File: config.mk
export PLATFORM = sky130hd
export DESIGN_NAME = fetch_unit_flat
export DESIGN_NICKNAME = d
export VERILOG_FILES = /design/src/rtl/fetch_unit_if.sv /design/src/rtl/fetch_unit.sv /design/src/flat_wrapper.sv
export SDC_FILE = /design/constraint.sdc
export NUM_CORES = 1
export LEC_CHECK = 0
export CORE_ASPECT_RATIO = 1.2
export CORE_MARGIN = 5
export CORE_UTILIZATION = 51
export DETAILED_ROUTE_END_ITERATION = 10
export PLACE_DENSITY = 0.79
export SLEW_MARGIN = 20
export SYNTH_ARGS = -nofsm -noshare
export SYNTH_HDL_FRONTEND = slang
export SYNTH_SLANG_ARGS = --single-unit
File: constraint.sdc
create_clock -name clk -period 2.1 [get_ports clk]
set_input_delay 0.315 -clock clk [delete_from_list [all_inputs] [get_ports clk]]
set_output_delay 0.315 -clock clk [all_outputs]
set_load 0.05 [all_outputs]
File: src/rtl/fetch_unit_if.sv
// Fetch stage bus: instruction memory address/data, redirect request,
// and the valid/ready handshake towards decode.
interface fetch_unit_if #(
    parameter int AW = 5,
    parameter int DW = 32
);
    logic [AW-1:0] pc;
    logic [DW-1:0] instr;
    logic          redirect;
    logic [AW-1:0] redirect_pc;
    logic          if_valid;
    logic [DW-1:0] if_instr;
    logic [AW-1:0] if_pc;
    logic          if_ready;

    modport master (
        output pc, if_valid, if_instr, if_pc,
        input  instr, redirect, redirect_pc, if_ready
    );

    modport slave (
        input  pc, if_valid, if_instr, if_pc,
        output instr, redirect, redirect_pc, if_ready
    );
endinterface

File: src/rtl/fetch_unit.sv
// Instruction fetch stage: owns the program counter, captures each
// {pc, instr} pair into a small FIFO and hands it to decode.
// Redirect flushes the FIFO and reloads the PC; it wins over push.
module fetch_unit #(
    parameter int AW    = 5,
    parameter int DW    = 32,
    parameter int DEPTH = 2
) (
    input  logic          clk,
    input  logic          reset,
    fetch_unit_if.master  bus
);
    localparam int PW = $clog2(DEPTH);
    localparam int CW = PW + 1;
    localparam logic [PW-1:0] PTR_ONE   = 1;
    localparam logic [AW-1:0] PC_ONE    = 1;
    localparam logic [CW-1:0] CNT_DEPTH = CW'(DEPTH);

    logic [AW-1:0] pc_q;
    logic [PW-1:0] rd_ptr;
    logic [PW-1:0] wr_ptr;
    logic [CW-1:0] count;
    logic [AW-1:0] pc_store    [DEPTH];
    logic [DW-1:0] instr_store [DEPTH];

    logic not_empty;
    logic pop;
    logic push;

    // Handshake: a full FIFO may still push when the head leaves this cycle.
    always_comb begin
        not_empty = (count != '0);
        pop       = not_empty & bus.if_ready;
        push      = !bus.redirect & ((count < CNT_DEPTH) | pop);
    end

    assign bus.pc       = pc_q;
    assign bus.if_valid = not_empty;
    assign bus.if_pc    = not_empty ? pc_store[rd_ptr]    : '0;
    assign bus.if_instr = not_empty ? instr_store[rd_ptr] : '0;

    // PC, pointers and occupancy; redirect flushes and reloads the PC.
    always_ff @(posedge clk or negedge reset) begin
        if (!reset) begin
            pc_q   <= '0;
            rd_ptr <= '0;
            wr_ptr <= '0;
            count  <= '0;
        end else if (bus.redirect) begin
            pc_q   <= bus.redirect_pc;
            rd_ptr <= '0;
            wr_ptr <= '0;
            count  <= '0;
        end else begin
            if (push) begin
                pc_q   <= pc_q + PC_ONE;
                wr_ptr <= wr_ptr + PTR_ONE;
            end
            if (pop) begin
                rd_ptr <= rd_ptr + PTR_ONE;
            end
            count <= count + CW'(push) - CW'(pop);
        end
    end

    // FIFO storage; cleared on reset so no stale pair survives a restart.
    always_ff @(posedge clk or negedge reset) begin
        if (!reset) begin
            for (int i = 0; i < DEPTH; i++) begin
                pc_store[i]    <= '0;
                instr_store[i] <= '0;
            end
        end else if (push) begin
            pc_store[wr_ptr]    <= pc_q;
            instr_store[wr_ptr] <= bus.instr;
        end
    end
endmodule

File: src/flat_wrapper.sv
// flat-port wrapper written by rule: the top's interface ports become plain ports
module fetch_unit_flat 
#(
    parameter int AW    = 5,
    parameter int DW    = 32,
    parameter int DEPTH = 2
)
  (clk, reset, bus_pc, bus_if_valid, bus_if_instr, bus_if_pc, bus_instr, bus_redirect, bus_redirect_pc, bus_if_ready);
  fetch_unit_if #(.AW(AW), .DW(DW)) bus_i ();
  input  logic clk;
  input  logic reset;
  output wire logic [$bits(bus_i.pc)-1:0] bus_pc;
  output wire logic [$bits(bus_i.if_valid)-1:0] bus_if_valid;
  output wire logic [$bits(bus_i.if_instr)-1:0] bus_if_instr;
  output wire logic [$bits(bus_i.if_pc)-1:0] bus_if_pc;
  input wire logic [$bits(bus_i.instr)-1:0] bus_instr;
  input wire logic [$bits(bus_i.redirect)-1:0] bus_redirect;
  input wire logic [$bits(bus_i.redirect_pc)-1:0] bus_redirect_pc;
  input wire logic [$bits(bus_i.if_ready)-1:0] bus_if_ready;
  assign bus_pc = bus_i.pc;
  assign bus_if_valid = bus_i.if_valid;
  assign bus_if_instr = bus_i.if_instr;
  assign bus_if_pc = bus_i.if_pc;
  assign bus_i.instr = bus_instr;
  assign bus_i.redirect = bus_redirect;
  assign bus_i.redirect_pc = bus_redirect_pc;
  assign bus_i.if_ready = bus_if_ready;
  fetch_unit #(.AW(AW), .DW(DW), .DEPTH(DEPTH)) u_core (.clk(clk), .reset(reset), .bus(bus_i));
endmodule
==> flow_summary.toml, run 1 <==
[yosys]
ys_ff_latch = 83
synth_seq_area_share_pct = 54.2
synthesis.area_um2 = 3830
post-synth-top-count-cell = "dfrtp_1"
async_flop_share_pct = 100
synth_edf_count = 0
synth_flop_cell = "dfrtp_1"
yosys-top-cells-area = "dfrtp_1, mux2_2, mux2i_1, nor2_1, buf_6"
yosys.area.top_type = "dfrtp_1"
synth_cell_type_count = 26
syn_nets = 335
avgSynthCellArea_um2 = 13.2
synthCells = 291
synth_top_cell_area_share_pct = 54.2
yosysWarnings = 0
synth.cells.most_frequent = "dfrtp_1, mux2_2, nor2_1"

[sta]
fin_skew_ns = 0.00864
setup_viol = 0
hold_violations = 0
clock.fmax_ghz = 0.502
period_share_pct = 94.9
setup_tns_ns = 0
worstMarginPinSlew_ns = 0.508
slew_headroom_pct = 66.1
rsz0062_at_grt = "no"
slew_viol_final = 0
finalCriticalPeriod_ns = 1.99

[power]
powerDensity_nw_per_um2 = 1640
fin_total_pwr_uw = 8040
p_leak_uw = 0.00212
peakVddDrop_mv = 1.00

[routing]
detail-route-antenna-nets = 0
wire_per_inst_um = 15.9
routed_wl_um = 7500
drc = 0
drt-pass1-iter-count = 4
met1Wirelength_um = 3130
wl_met2_um = 3840
num_vias = 2460
wl_met3_um = 419
via_per_inst = 5.22
top_layer = "met4"
first_iter_violations = 50

[critical_path]
endpoint = "bus_pc[0]"
critical_path_depth = 1
slowest_stage = "clkdlybuf4s50_1"
crit_path_cell_trace = "clkdlybuf4s50_1"
critical_path_buf_inv_count = 1
end_kind = "output port"
crit_path_start = "u_core.bus.pc[0]"
r2r-start = "u_core.count[1]"
r2r_end = "u_core.count[0]"
setup.worst_path.start_class = "flip-flop"
cp_top_family = "buffers and inverters"
crit_type = "reg -> out"
required_ns = 1.78
cp_slowest_stage_delay_ns = 0.85
worstRegToRegCells = 6
reg2reg_slack_ns = 0.43
path_max_fanout = 6
cp.arrival_ns = 1.68

[placement]
dp_cells = 454
routabilityCongestion = 0.766
dp_hpwl_um = 5080
port_buffers = 83

[clock_tree]
cts_setup_buffers = 0
clk_pin_slew_ns = 0.08
cts_max_level = 3
clock_sinks = 83
clock-root-buffer = "clkbuf_8"
clock_latency_ns = 0.35
cts_buffers = 9
clockBufferDepth = 2
cts_tree = "done"

[floorplanning]
coreArea_um2 = 7270
ios = 84
start_util_pct = 52.7
rows = 34
dieArea_um2 = 9350
die_h_um = 105
die_w_um = 89.1

[finish]
area_growth_pct = 28.2
diodes = 0
fin_cells = 471
final_nets = 420
drive_gt1_share_pct = 36.7

[status]
status = "complete, no violations"

[global_route]
antenna_found_initial = 0
grt_start_max_net_pins = 46
grt.total_usage_pct = 17.4
grt_pass1_vias = 2684
overflow = 0
grt_pass1_wl_um = 12600

[worst_hold_path]
hp-class = "in -> async"

[job]
drv_cap = 0
## power breakdown
group          leakage [µW]  switching [µW]  total, µW  internal [µW]
clock              0.000114             581       1290            709
sequential         0.000979             366       2630           2270
combinational       0.00102            2500       4120           1620
## worst register-to-register path: stages, from the launching register on
cell,delay (ns)
dfrtp_1,0.45
o21ai_0,0.29
inv_1,0.08
ha_1,0.28
inv_1,0.04
ha_1,0.29
nor2b_1,0.13
## cells by family after synthesis
kind of cell / Yosys count / share of synthesized area, %
adder cells (fa/ha/maj): 3 / 0.980
AO/OA/AOI/OAI: 8 / 1.24
buffers and inverters: 23 / 4.02
XOR/XNOR: 5 / 1.14
multiplexers: 112 / 31.7
flip-flops: 83 / 54.2
AND/OR/NAND/NOR: 57 / 6.73
## timing repair
action | CTS | global route
setup endpoints to repair | 0 | 0
gates resized for setup | 0 | 0
hold buffers | 1 | 0
endpoints found under the hold margin | 38 | 0
## worst min-delay path by stage
stage                             to  depth (start not counted)  slack [ns]
2_1_floorplan       u_core.bus.pc[0]                          0        0.02
3_3_place_gp        u_core.bus.pc[0]                          1        0.33
3_5_place_dp   u_core.instr_store[0]                          1        0.33
4_1_cts        u_core.instr_store[3]                          2        0.48
5_1_grt        u_core.instr_store[0]                          2        0.51
6_report       u_core.instr_store[0]                          2        0.46
## metal layers
layer	track usage (%)	up-vias
met4	6.06	0
met3	5.28	14
met5	0	-
met2	28.7	62
li1	-	1176
met1	21.5	1208
## per-stage QoR
stage          utilization [%]  setup WS [ns]  hold WS, ns  cell area (µm²)
2_1_floorplan                -          0.190       0.0194             3830
3_3_place_gp              64.3          0.118        0.325             4670
3_5_place_dp              64.3         0.0937        0.325             4670
4_1_cts                   67.5         0.0954        0.477             4910
5_1_grt                   67.5         0.0355        0.515             4910
6_report                  67.5          0.108        0.464             4910
## state kept, by name, summed over array words and instances (netlist names)
register	count
u_core.instr_store	64
u_core.pc_store	10
u_core.bus.pc	5
u_core.count	2
u_core.rd_ptr	1
u_core.wr_ptr	1
## layout make-up
type                            instances  area, µm²
Clock buffer                           11        141
Sequential cell                        83       2080
Clock inverter                          5       86.3
Tap cell                               90        113
Inverter                                6       22.5
Timing Repair Buffer                   91        858
Multi-Input combinational cell        185       1610
Fill cell                             560       2360
## cells in the final DEF, fill, tap and decap left out, drive strengths merged, types with 3 or more instances in the layout
master         netlist  layout
nor2                44      44
ha                   3       3
clkbuf               6      11
buf                 11      46
dfrtp               83      83
o21ai                4       4
mux2                74      74
clkinv               0       3
mux2i               38      38
xor2                 4       4
nand2                4       4
inv                  6       6
clkdlybuf4s50        0      44
No activity file was read; power rests on OpenSTA's default activity.
==> inputs of run 2 (changes only) <==
--- a/config.mk
+++ b/config.mk
@@ -6,7 +6,6 @@
 export NUM_CORES = 1
 export LEC_CHECK = 0
 export CORE_ASPECT_RATIO = 1.2
-export CORE_MARGIN = 5
 export CORE_UTILIZATION = 51
 export DETAILED_ROUTE_END_ITERATION = 10
 export PLACE_DENSITY = 0.79
==> flow_summary.toml, run 2 (same netlist as run 1, synthesis figures left out) <==
[global_route]
grt_start_max_net_pins = 56
grt_pass1_wl_um = 12300
antenna_found_initial = 0
grt.total_usage_pct = 20.5
grt_pass1_vias = 2595
overflow = 0

[clock_tree]
clk_pin_slew_ns = 0.08
clock_sinks = 83
clockBufferDepth = 2
cts_resized = 0
cts_max_level = 3
clock-root-buffer = "clkbuf_8"
cts_tree = "done"
clock_latency_ns = 0.34
cts_setup_buffers = 0
cts_buffers = 9

[critical_path]
slowest_stage = "clkdlybuf4s50_1"
critical_path_buf_inv_count = 1
crit_path_start = "u_core.bus.pc[0]"
r2r_end = "u_core.count[1]"
cp.arrival_ns = 1.66
path_max_fanout = 6
setup.worst_path.start_class = "flip-flop"
crit_type = "reg -> out"
critical_path_depth = 1
cp_top_family = "buffers and inverters"
cp_slowest_stage_delay_ns = 0.85
crit_path_cell_trace = "clkdlybuf4s50_1"
end_kind = "output port"
endpoint = "bus_pc[0]"
reg2reg_slack_ns = 0.41
worstRegToRegCells = 7
r2r-start = "u_core.count[1]"
required_ns = 1.78

[finish]
final_cell_mix = "dfrtp_1, mux2_2, clkdlybuf4s50_1"
finalInstanceArea_um2 = 4930
n_fill_cell = 564
largest-register = "u_core.instr_store"
area_growth_pct = 28.7
largest_reg_flops = 64
diodes = 0
layout_commonest_cell = "dfrtp_1"
drive_gt1_share_pct = 37.3
final_nets = 422

[worst_hold_path]
hp-class = "in -> async"

[power]
p_leak_uw = 0.00212
peakVddDrop_mv = 1.13
fin_total_pwr_uw = 7990
powerDensity_nw_per_um2 = 1620

[sta]
setup_tns_ns = 0
worstMarginPinSlew_ns = 0.502
slew_viol_final = 0
clock.fmax_ghz = 0.506
hold_violations = 0
rsz0062_at_grt = "no"
period_share_pct = 94.1
setup_viol = 0
fin_skew_ns = 0.0101
setup_ws_ns = 0.125
slew_headroom_pct = 66.4
finalCriticalPeriod_ns = 1.98

[routing]
drc = 0
num_vias = 2487
drt-pass1-iter-count = 4
detail-route-antenna-nets = 0
via_per_inst = 5.26
routed_wl_um = 7190
first_iter_violations = 85
wire_per_inst_um = 15.2

[floorplanning]
die_w_um = 81.1
die_h_um = 96.9
ios = 84
rows = 34
coreArea_um2 = 7270
start_util_pct = 52.7
dieArea_um2 = 7860

[placement]
placed_area_um2 = 4710
dp_hpwl_um = 4930
routabilityCongestion = 0.767
place_ws_ns = 0.141
port_buffers = 83

[status]
status = "complete, no violations"

[job]
drv_cap = 0
==> run 2: cell count changes in the layout (fill, tap and decap cells not counted), sizes merged <==
cell,previous run,this run
buf,46,48
bufinv,2,1
clkinv,3,2
clkinvlp,0,1
inv,6,7
==> run 2: final cells by class <==
class | instances | area, µm² | area share [%]
Clock buffer | 11 | 151 | 3.07
Timing Repair Buffer | 93 | 898 | 18.2
Multi-Input combinational cell | 185 | 1610 | 32.6
Tap cell | 90 | 113 | 2.28
Clock inverter | 5 | 60.1 | 1.22
Sequential cell | 83 | 2080 | 42.1
Inverter | 6 | 22.5 | 0.457
==> run 2: worst min path at each step <==
stage | cells after the start | from | endpoint
after CTS | 2 | reset | u_core.bus.pc[0]
after detailed placement | 1 | reset | u_core.count[1]
after global placement | 1 | reset | u_core.bus.pc[0]
after floorplan | 0 | reset | u_core.bus.pc[0]
final | 2 | reset | u_core.bus.pc[0]
after global routing | 2 | reset | u_core.bus.pc[0]
==> run 2: what timing repair did <==
item,in CTS,in global routing
hold buffers,1,0
hold endpoints to repair,28,0
endpoints found under the setup margin,0,0
==> run 2: power breakdown <==
group          internal [µW]  switching [µW]
registers               2270             396
clock network            619             562
logic                   1660            2480
==> run 2: metrics by stage <==
step | hold slack, ns | cells | util, %
2_1_floorplan | 0.0194 | 291 | -
3_3_place_gp | 0.261 | 456 | 64.7
3_5_place_dp | 0.263 | 456 | 64.7
4_1_cts | 0.426 | 473 | 67.8
5_1_grt | 0.455 | 473 | 67.8
6_report | 0.426 | 473 | 67.8
==> run 2: metal layers <==
metal	vias to the layer above	global-route usage, %	share of wire, %
li1	1178	-	-
met1	1238	26.6	44
met2	60	33.5	51
met3	11	3.11	3.2
met4	0	9.07	1.7
met5	-	0	0
